<file path="src/rtl/uart_pkg.sv">
// Shared UART definitions: receiver FSM encoding, parity-type constants and
// the 3-sample majority vote used by the bit sampler.
package uart_pkg;

  typedef enum logic [2:0] {
    IDLE   = 3'd0,
    START  = 3'd1,
    DATA   = 3'd2,
    PARITY = 3'd3,
    STOP   = 3'd4
  } rx_state_t;

  localparam logic PAR_EVEN = 1'b0;
  localparam logic PAR_ODD  = 1'b1;

  function automatic logic maj3(input logic a, input logic b, input logic c);
    return (a & b) | (a & c) | (b & c);
  endfunction

endpackage

</file>
<file path="src/rtl/uart_rx_if.sv">
// Receiver-side bundle: serial line and frame options in, recovered word and
// status pulses out. The receiver uses the slave modport.
interface uart_rx_if #(
  parameter int WIDTH = 8
);
  logic             rx_in;
  logic             par_en;
  logic             par_typ;
  logic [WIDTH-1:0] p_data;
  logic             data_valid;
  logic             par_err;
  logic             stop_err;

  modport master (
    output rx_in, par_en, par_typ,
    input  p_data, data_valid, par_err, stop_err
  );

  modport slave (
    input  rx_in, par_en, par_typ,
    output p_data, data_valid, par_err, stop_err
  );
endinterface

</file>
<file path="src/rtl/rx_sampler.sv">
// Line synchronizer, start-edge detector, per-bit tick counter and mid-bit
// majority vote over three consecutive synchronized samples.
module rx_sampler
  import uart_pkg::*;
#(
  parameter int OVERSAMPLE = 8
) (
  input  logic clk,
  input  logic rst,
  input  logic rx_in,
  input  logic active,       // FSM is inside a frame
  input  logic clear,        // FSM leaves the frame this cycle
  output logic rx_fall,
  output logic tick_wrap,
  output logic sample_valid,
  output logic sample_bit
);

  localparam int            TW     = $clog2(OVERSAMPLE);
  localparam logic [TW-1:0] T_CAP0 = TW'(OVERSAMPLE / 2 - 1);
  localparam logic [TW-1:0] T_CAP1 = TW'(OVERSAMPLE / 2);
  localparam logic [TW-1:0] T_VOTE = TW'(OVERSAMPLE / 2 + 1);
  localparam logic [TW-1:0] T_LAST = TW'(OVERSAMPLE - 1);

  logic [1:0]    sync_q;
  logic          rx_s;
  logic          rx_s_d;
  logic [TW-1:0] tick_cnt;
  logic          cap_lo;
  logic          cap_mid;

  // NOTE: clocked processes use non-blocking assignments so every flop
  // samples pre-edge values regardless of process evaluation order.
  always_ff @(posedge clk or negedge rst) begin
    if (!rst) begin
      sync_q <= 2'b11;
      rx_s_d <= 1'b1;
    end else begin
      sync_q <= {sync_q[0], rx_in};
      rx_s_d <= rx_s;
    end
  end

  assign rx_s    = sync_q[1];
  assign rx_fall = rx_s_d & ~rx_s;

  // Held at zero outside a frame so the first in-frame cycle is tick 0.
  always_ff @(posedge clk or negedge rst) begin
    if (!rst) begin
      tick_cnt <= '0;
    end else if (!active || clear || tick_wrap) begin
      tick_cnt <= '0;
    end else begin
      tick_cnt <= tick_cnt + 1'b1;
    end
  end

  always_ff @(posedge clk or negedge rst) begin
    if (!rst) begin
      cap_lo  <= 1'b1;
      cap_mid <= 1'b1;
    end else if (active) begin
      if (tick_cnt == T_CAP0) cap_lo  <= rx_s;
      if (tick_cnt == T_CAP1) cap_mid <= rx_s;
    end
  end

  // Third vote input is the live sample, so the result lands on T_VOTE.
  assign tick_wrap    = active && (tick_cnt == T_LAST);
  assign sample_valid = active && (tick_cnt == T_VOTE);
  assign sample_bit   = maj3(cap_lo, cap_mid, rx_s);

endmodule

</file>
<file path="src/rtl/uart_rx.sv">
// UART receiver: frame FSM, bit counter, LSB-first shift register, parity
// check and registered result pulses on top of the oversampling sampler.
module uart_rx
  import uart_pkg::*;
#(
  parameter int WIDTH      = 8,
  parameter int OVERSAMPLE = 8
) (
  input  logic     clk,
  input  logic     rst,
  uart_rx_if.slave bus
);

  localparam int            BW       = $clog2(WIDTH);
  localparam logic [BW-1:0] LAST_BIT = BW'(WIDTH - 1);

  rx_state_t        state_q, state_nxt;
  logic             rx_fall, tick_wrap, sample_valid, sample_bit;
  logic             frame_start, shift_en, bit_inc, par_chk, frame_end;
  logic [BW-1:0]    bit_cnt;
  logic [WIDTH-1:0] shreg;
  logic             par_en_q, par_typ_q, par_flag;
  logic [WIDTH-1:0] p_data_q;
  logic             data_valid_q, par_err_q, stop_err_q;

  rx_sampler #(.OVERSAMPLE(OVERSAMPLE)) u_sampler (
    .clk          (clk),
    .rst          (rst),
    .rx_in        (bus.rx_in),
    .active       (state_q != IDLE),
    .clear        (state_nxt == IDLE),
    .rx_fall      (rx_fall),
    .tick_wrap    (tick_wrap),
    .sample_valid (sample_valid),
    .sample_bit   (sample_bit)
  );

  always_ff @(posedge clk or negedge rst) begin
    if (!rst) state_q <= IDLE;
    else      state_q <= state_nxt;
  end

  // NOTE: default assignment first, so no path through the case infers a latch.
  always_comb begin
    state_nxt = state_q;
    case (state_q)
      IDLE:   if (rx_fall) state_nxt = START;
      START: begin
        if (sample_valid && sample_bit) state_nxt = IDLE;
        else if (tick_wrap)             state_nxt = DATA;
      end
      DATA:   if (tick_wrap && bit_cnt == LAST_BIT) state_nxt = par_en_q ? PARITY : STOP;
      PARITY: if (tick_wrap) state_nxt = STOP;
      STOP:   if (sample_valid) state_nxt = IDLE;
      default: state_nxt = IDLE;
    endcase
  end

  always_comb begin
    frame_start = 1'b0;
    shift_en    = 1'b0;
    bit_inc     = 1'b0;
    par_chk     = 1'b0;
    frame_end   = 1'b0;
    case (state_q)
      IDLE:   frame_start = rx_fall;
      DATA: begin
        shift_en = sample_valid;
        bit_inc  = tick_wrap;
      end
      PARITY: par_chk   = sample_valid;
      STOP:   frame_end = sample_valid;
      default: ;
    endcase
  end

  // NOTE: the shift register is reset like every other flop; a reset
  // mid-frame must leave nothing of the partial frame behind.
  always_ff @(posedge clk or negedge rst) begin
    if (!rst) begin
      bit_cnt   <= '0;
      shreg     <= '0;
      par_en_q  <= 1'b0;
      par_typ_q <= PAR_EVEN;
      par_flag  <= 1'b0;
    end else begin
      if (frame_start) begin
        bit_cnt   <= '0;
        par_en_q  <= bus.par_en;
        par_typ_q <= bus.par_typ;
        par_flag  <= 1'b0;
      end
      if (bit_inc)  bit_cnt <= bit_cnt + 1'b1;
      if (shift_en) shreg   <= {sample_bit, shreg[WIDTH-1:1]};
      // Even parity bit is the XOR of the data; odd is its complement.
      if (par_chk && (sample_bit != ((^shreg) ^ (par_typ_q == PAR_ODD))))
        par_flag <= 1'b1;
    end
  end

  // A bad stop bit and a parity error are reported independently.
  always_ff @(posedge clk or negedge rst) begin
    if (!rst) begin
      p_data_q     <= '0;
      data_valid_q <= 1'b0;
      par_err_q    <= 1'b0;
      stop_err_q   <= 1'b0;
    end else begin
      data_valid_q <= 1'b0;
      par_err_q    <= 1'b0;
      stop_err_q   <= 1'b0;
      if (frame_end) begin
        stop_err_q <= ~sample_bit;
        par_err_q  <= par_flag;
        if (sample_bit && !par_flag) begin
          p_data_q     <= shreg;
          data_valid_q <= 1'b1;
        end
      end
    end
  end

  assign bus.p_data     = p_data_q;
  assign bus.data_valid = data_valid_q;
  assign bus.par_err    = par_err_q;
  assign bus.stop_err   = stop_err_q;

endmodule

</file>
<file path="src/flat_wrapper.sv">
// flat-port wrapper written by rule: the top's interface ports become plain ports
module uart_rx_flat import uart_pkg::*;
#(
  parameter int WIDTH      = 8,
  parameter int OVERSAMPLE = 8
)
  (clk, rst, bus_rx_in, bus_par_en, bus_par_typ, bus_p_data, bus_data_valid, bus_par_err, bus_stop_err);
  uart_rx_if #(.WIDTH(WIDTH)) bus_i ();
  input  logic clk;
  input  logic rst;
  input wire logic [$bits(bus_i.rx_in)-1:0] bus_rx_in;
  input wire logic [$bits(bus_i.par_en)-1:0] bus_par_en;
  input wire logic [$bits(bus_i.par_typ)-1:0] bus_par_typ;
  output wire logic [$bits(bus_i.p_data)-1:0] bus_p_data;
  output wire logic [$bits(bus_i.data_valid)-1:0] bus_data_valid;
  output wire logic [$bits(bus_i.par_err)-1:0] bus_par_err;
  output wire logic [$bits(bus_i.stop_err)-1:0] bus_stop_err;
  assign bus_i.rx_in = bus_rx_in;
  assign bus_i.par_en = bus_par_en;
  assign bus_i.par_typ = bus_par_typ;
  assign bus_p_data = bus_i.p_data;
  assign bus_data_valid = bus_i.data_valid;
  assign bus_par_err = bus_i.par_err;
  assign bus_stop_err = bus_i.stop_err;
  uart_rx #(.WIDTH(WIDTH), .OVERSAMPLE(OVERSAMPLE)) u_core (.clk(clk), .rst(rst), .bus(bus_i));
endmodule
</file>
<file path="config.mk">
export PLATFORM = sky130hd
export DESIGN_NAME = uart_rx_flat
export DESIGN_NICKNAME = d
export VERILOG_FILES = /design/src/rtl/uart_pkg.sv /design/src/rtl/uart_rx_if.sv /design/src/rtl/rx_sampler.sv /design/src/rtl/uart_rx.sv /design/src/flat_wrapper.sv
export SDC_FILE = /design/constraint.sdc
export NUM_CORES = 1
export LEC_CHECK = 0
export CAP_MARGIN = 5
export CORE_MARGIN = 2
export CORE_UTILIZATION = 57
export DETAILED_ROUTE_END_ITERATION = 6
export DONT_BUFFER_PORTS = 1
export GPL_TIMING_DRIVEN = 1
export PLACE_DENSITY = 0.77
export SLEW_MARGIN = 20
export SYNTH_ARGS = -nofsm -noshare
export SYNTH_HDL_FRONTEND = slang
export SYNTH_SLANG_ARGS = --single-unit
</file>
<file path="constraint.sdc">
create_clock -name clk -period 2.1 [get_ports clk]
set_input_delay 0.315 -clock clk [delete_from_list [all_inputs] [get_ports clk]]
set_output_delay 0.315 -clock clk [all_outputs]
set_load 0.02 [all_outputs]
</file>
==> reports/metrics.csv, run 1 <==
metric;value;unit
relative slew slack;80.3;%
Buf+Inv Stages, Crit Path;1;
Synth Area in Adders;6.02;%
Least-Margin Pin Slew;296;ps
post-synthesis mux area share;13.7;%
cells along the critical path;inv_1, ha_1, and2_1, nand3_1, nand3b_2, mux2_2;
clk buf depth;2;
NumNets Final;146;
first-pass GRT wire length;4.28;mm
Worst VDD drop;0.000676;V
P&R area growth vs syn;7.01;%
Worst Setup Start Kind;flip-flop;
Post-synth EDFFs;0;
CTS tree;yes;
CP top delay family;simple AND/OR/NAND/NOR gates;
Synth Net Count;138;
vias in the first global route;993;
Cell variety after synth;35;
Root Buffer;clkbuf_4;
# rows;19;
PortBufs;0;
Simple-Gate Fraction of Synth Area;10.4;%
area post-placement;1670;sq um
total grt overflow;0;
ratio of cells with drive above 1 in the final layout;28.4;%
Seq cells post-synth;36;
Req. time, crit path;2330;ps
clock-pin slew on the worst setup and hold paths;100;ps
sequential share of the synthesized area;55.3;%
# hold bufs at CTS;3;
max-cap violation count;0;
pwr/cell area;959;nW/um^2
Die Wd;57.7;um
Post-route DRC;0;
RSZ-0062 raised after global routing;false;
combinational family with the most area after synthesis;multiplexers;
ant diodes;0;
Mean Syn Cell Area;13.0;sq um
largest net degree at the start of global routing;37;
Synth Area in Compound Gates;6.17;%
Post-Syn Area;1640;sq um
leakage power total;0.000836;uW
post-synthesis xor/xnor area fraction;5.11;%
Multi-input gate area;679;sq um
HPWL after detailed placement;1.75;mm
Critical Path AT;2000;ps
final hold vios;0;
CP max-delay cell;dfrtp_1;
H-tree depth;2;
core area;2760;sq um
vias;960;
Syn Inst Count;126;
Max FO, Critical Path;9;
Fill cells;207;
Crit. End Element;flip-flop;
Hold Path Class;primary input to flip-flop;
DR iter-0 viols;27;
Resized cells post-CTS;0;
DIE AREA;3330;sq um
Finished Cell Area;1760;sq um
gp weighted congestion;0.788;
CP max stage delay;400;ps
Setup CP Type;flip-flop to flip-flop;
total power;1680;uW
Most used DFF post-synth;dfrtp_1;
Clock Latency Late Sink;330;ps
Initial Util;59.5;%
IO Count;16;
post-route antenna net violation count;0;
reg-to-reg slack, setup;320;ps
die height;57.7;um
Max Slew Vio Count;0;
setup violators final;0;
f_max;563;MHz
initial antenna violation count;0;
Register Area;907;sq um
post-DR vias/cell;5.82;
DRT Pass-1 Iters;4;
cts bufs inserted;5;
crit path time final;1780;ps
Post-synth ARST share;100;%
WL/cell;14.8;um
Yosys warnings;0;
status;finished clean;
Post-Route WL;2.45;mm
clk sinks;36;
Worst Clk Skew;10.3;ps
Setup TNS;0;ps
Total GRT Usage;17.3;%
final period utilization;84.6;%
setup bufs post-CTS;0;
-- layout make-up --
cell class              count  share of cell area, %
clock inverters             1                  0.285
flip-flops and latches     36                   51.6
well taps                  31                   2.21
inverters                  10                   2.14
repair buffers              4                   2.71
multi-input cells          77                   38.7
clock buffers               6                   2.35
-- Yosys cell counts, drive strengths merged, types with 3 or more instances --
cell type | count | share of area, %
nor2 | 4 | 1.1
ha | 7 | 5.3
o22ai | 3 | 1.1
buf | 3 | 1.1
nand3 | 3 | 0.91
inv | 10 | 2.3
and2 | 3 | 1.1
mux2 | 20 | 14
nand4 | 3 | 1.1
nand2 | 5 | 1.1
o21ai | 3 | 0.91
xnor2 | 6 | 3.2
dfstp | 5 | 8.0
dfrtp | 31 | 47
-- cell usage in the layout (no fill, tap or decap), drive strengths merged, types with 2 or more instances in the layout --
cell         count
and2             3
buf              2
clkbuf           6
dfrtp           31
dfstp            5
dlygate4sd3      2
ha               7
inv             10
mux2            20
nand2            5
nand3            3
nand3b           2
nand4            3
nor2             4
nor2b            2
o21ai            3
o22ai            3
xnor2            6
-- registers in the layout, summed over array words and instances, names as in the netlist, 2 cells and up --
register,count
u_core.u_sampler.sync_q,2
u_core.bus.p_data,8
u_core.state_q,3
u_core.shreg,8
u_core.bit_cnt,3
u_core.u_sampler.tick_cnt,3
-- where the power goes --
group,switching [uW],internal [uW]
logic,216,225
clock network,209,123
registers,101,811
-- stage by stage --
step | cells | hold slack, ps | utilization (%) | setup WS (ps)
final | 165 | 128 | 63.7 | 323
after detailed placement | 155 | 20.3 | 60.6 | 304
after global placement | 155 | 20.4 | 60.6 | 393
after CTS | 165 | 115 | 63.7 | 284
after floorplan | 126 | 19.4 | - | 519
after global routing | 165 | 116 | 63.7 | 187
-- path summary, 6_finish.rpt --
check	startpoint	to	cells after the start
setup / recovery	u_core.u_sampler.tick_cnt[1]	u_core.bus.p_data[6]	6
hold / removal	bus_par_typ	u_core.par_typ_q	1
setup reg to reg	u_core.u_sampler.tick_cnt[1]	u_core.bus.p_data[6]	6
hold reg to reg	u_core.u_sampler.sync_q[0]	u_core.u_sampler.sync_q[1]	0
max in group asynchronous	rst	u_core.u_sampler.cap_lo	2
min in group asynchronous	rst	u_core.bus.par_err	2
-- per-layer routing --
metal | routed length [um] | track usage [%]
met5 | 0 | 0
met4 | 50 | 7.97
met1 | 1030 | 20.0
met2 | 1250 | 29.7
met3 | 116 | 4.91
-- kinds of logic (layout without fill, tap and decap cells) --
group | count (synthesis) | count (layout)
compound gates | 14 | 14
fa+ha+maj | 8 | 8
mux | 20 | 20
simple gates | 27 | 27
xor+xnor | 8 | 8
flops | 36 | 36
buf+inv | 13 | 21
Power figures use the tool's default switching activity.
==> run 2: changes to the inputs <==
==> constraint.sdc (replaced) <==
create_clock -name clk -period 1.7 [get_ports clk]
set_input_delay 0.255 -clock clk [delete_from_list [all_inputs] [get_ports clk]]
set_output_delay 0.255 -clock clk [all_outputs]
set_load 0.02 [all_outputs]
==> run 2 against run 1 <==
Compared with the run above:
- clock skew grew 1.7 ps
- global-route usage rose by 1.6 points
- non-clock buffer count is 7 higher
- sequential power increased by 20%
- via count grew 4.0%
- count of clock-buffer cells in the layout up 1
- worst hold slack worse by 72 ps
- final area grew 7.2%
- clock power up 99%
- die area stayed put
- register-to-register slack lost 240 ps
- setup slack worse by 240 ps
==> reports/metrics.csv, run 2 (same netlist as run 1, synthesis figures left out) <==
metric;value;unit
Root Buffer;clkbuf_4;
Gate power share;27.8;%
Reg power frac;45.1;%
Place WS;-0.621;ps
Worst Setup Start Kind;flip-flop;
final hold vios;0;
cts bufs inserted;5;
Initial Util;59.5;%
P&R area growth vs syn;14.7;%
DRT Pass-1 Iters;4;
crit path time final;1620;ps
Hold Path Class;primary input to flip-flop;
pwr/cell area;1300;nW/um^2
clock network power share;27.1;%
fin worst setup slack;81.8;ps
# rows;19;
Fill cells;201;
Total GRT Usage;18.9;%
met2 wire len;1.35;mm
die height;57.7;um
Worst Clk Skew;12.1;ps
DR iter-0 viols;27;
Worst VDD drop;0.000986;V
metal1 wirelength;1.17;mm
Critical Path AT;1900;ps
HPWL after detailed placement;1.91;mm
RSZ-0062 raised after global routing;true;
largest net degree at the start of global routing;37;
vias;998;
final period utilization;95.2;%
post-route antenna net violation count;0;
topmost layer with routed signal wires;met4;
Max Slew Vio Count;0;
first-pass GRT wire length;4.61;mm
status;finished clean;
ratio of cells with drive above 1 in the final layout;38.0;%
f_max;618;MHz
Die Wd;57.7;um
most frequent cells in the layout;dfrtp_1 (31), mux2_2 (20), inv_1 (9);
Register Area;907;sq um
Post-Route WL;2.66;mm
PortBufs;0;
total power;2440;uW
clk sinks;36;
ant diodes;0;
WL/cell;15.4;um
vias in the first global route;1063;
total grt overflow;0;
Setup CP Type;flip-flop to flip-flop;
Placed Cells;161;
Least-Margin Pin Slew;288;ps
initial antenna violation count;0;
gp weighted congestion;0.878;
area post-placement;1720;sq um
clock-pin slew on the worst setup and hold paths;110;ps
IO Count;16;
Multi-input gate area;704;sq um
NumNets Final;153;
relative slew slack;80.7;%
Sw Share;28.8;%
core area;2760;sq um
Final Non-Filler Cells;173;
Clock Latency Late Sink;340;ps
H-tree depth;2;
DIE AREA;3330;sq um
Req. time, crit path;1980;ps
CTS tree;yes;
Max FO, Critical Path;3;
clk buf depth;2;
NetSw;705;uW
post-layout util;68.3;%
most common cell after layout, fill and taps aside;dfrtp_1;
Crit. End Element;flip-flop;
P_int;1740;uW
setup violators final;0;
Finished Cell Area;1880;sq um
leakage power total;0.000899;uW
Detail Route met3 WL;101;um
max-cap violation count;0;
Post-route DRC;0;
post-DR vias/cell;5.77;
==> run 2: power groups by stage <==
| stage | combinational (uW) | sequential (uW) | clock [uW] |
|---|---|---|---|
| floorplan | 499 | 1080 | 0 |
| global placement | 576 | 1110 | 0 |
| detailed placement | 603 | 1120 | 0 |
| CTS | 636 | 1100 | 680 |
| global route | 762 | 1120 | 719 |
| finish | 678 | 1100 | 662 |
==> run 2: layout make-up <==
| type | count | share of cell area (%) |
|---|---|---|
| Sequential cell | 36 | 48.2 |
| Multi-Input combinational cell | 77 | 37.4 |
| Timing Repair Buffer | 11 | 5.32 |
| Clock buffer | 7 | 3.46 |
| Tap cell | 31 | 2.06 |
| Inverter | 10 | 1.99 |
| Clock inverter | 1 | 1.59 |
==> run 2: final timing paths <==
check | startpoint | to | slack, ps | cells after the start
max | u_core.u_sampler.tick_cnt[1] | u_core.state_q[1] | 80 | 7
min | bus_par_typ | u_core.par_typ_q | 60 | 1
max reg2reg | u_core.u_sampler.tick_cnt[1] | u_core.state_q[1] | 80 | 7
min reg2reg | u_core.u_sampler.sync_q[0] | u_core.u_sampler.sync_q[1] | 360 | 0
max in group asynchronous | rst | u_core.u_sampler.cap_mid | 1100 | 2
min in group asynchronous | rst | u_core.bus.p_data[5] | 350 | 2
==> run 2: critical path, cell delays in order (launching register included) <==
cell     delay [ps]
dfrtp_1         380
inv_2            50
ha_2            180
and2_4          130
buf_4           130
a21o_1          180
or3b_4          370
a21oi_2         140
==> run 2: per-stage QoR <==
| stage | TNS (ps) | hold WS, ps |
|---|---|---|
| floorplan | 0 | -40.6 |
| global placement | 0 | -39.7 |
| detailed placement | -0.621 | -39.7 |
| CTS | 0 | 46.8 |
| global route | -37.6 | 23.4 |
| finish | 0 | 56.2 |
==> run 2: per-layer routing <==
metal / GRT usage, % / vias up
met3: 7.81 / 7
li1: - / 465
met5: 0 / -
met1: 22.9 / 504
met2: 29.5 / 22
met4: 8.31 / 0
==> run 2: repair_timing <==
action / CTS / global route
pin swaps: 0 / 4
hold buffers: 3 / 0
setup endpoints to repair: 8 / 4
gates resized for setup: 1 / 7
hold endpoints to repair: 37 / 0
buffers inserted: 0 / 1
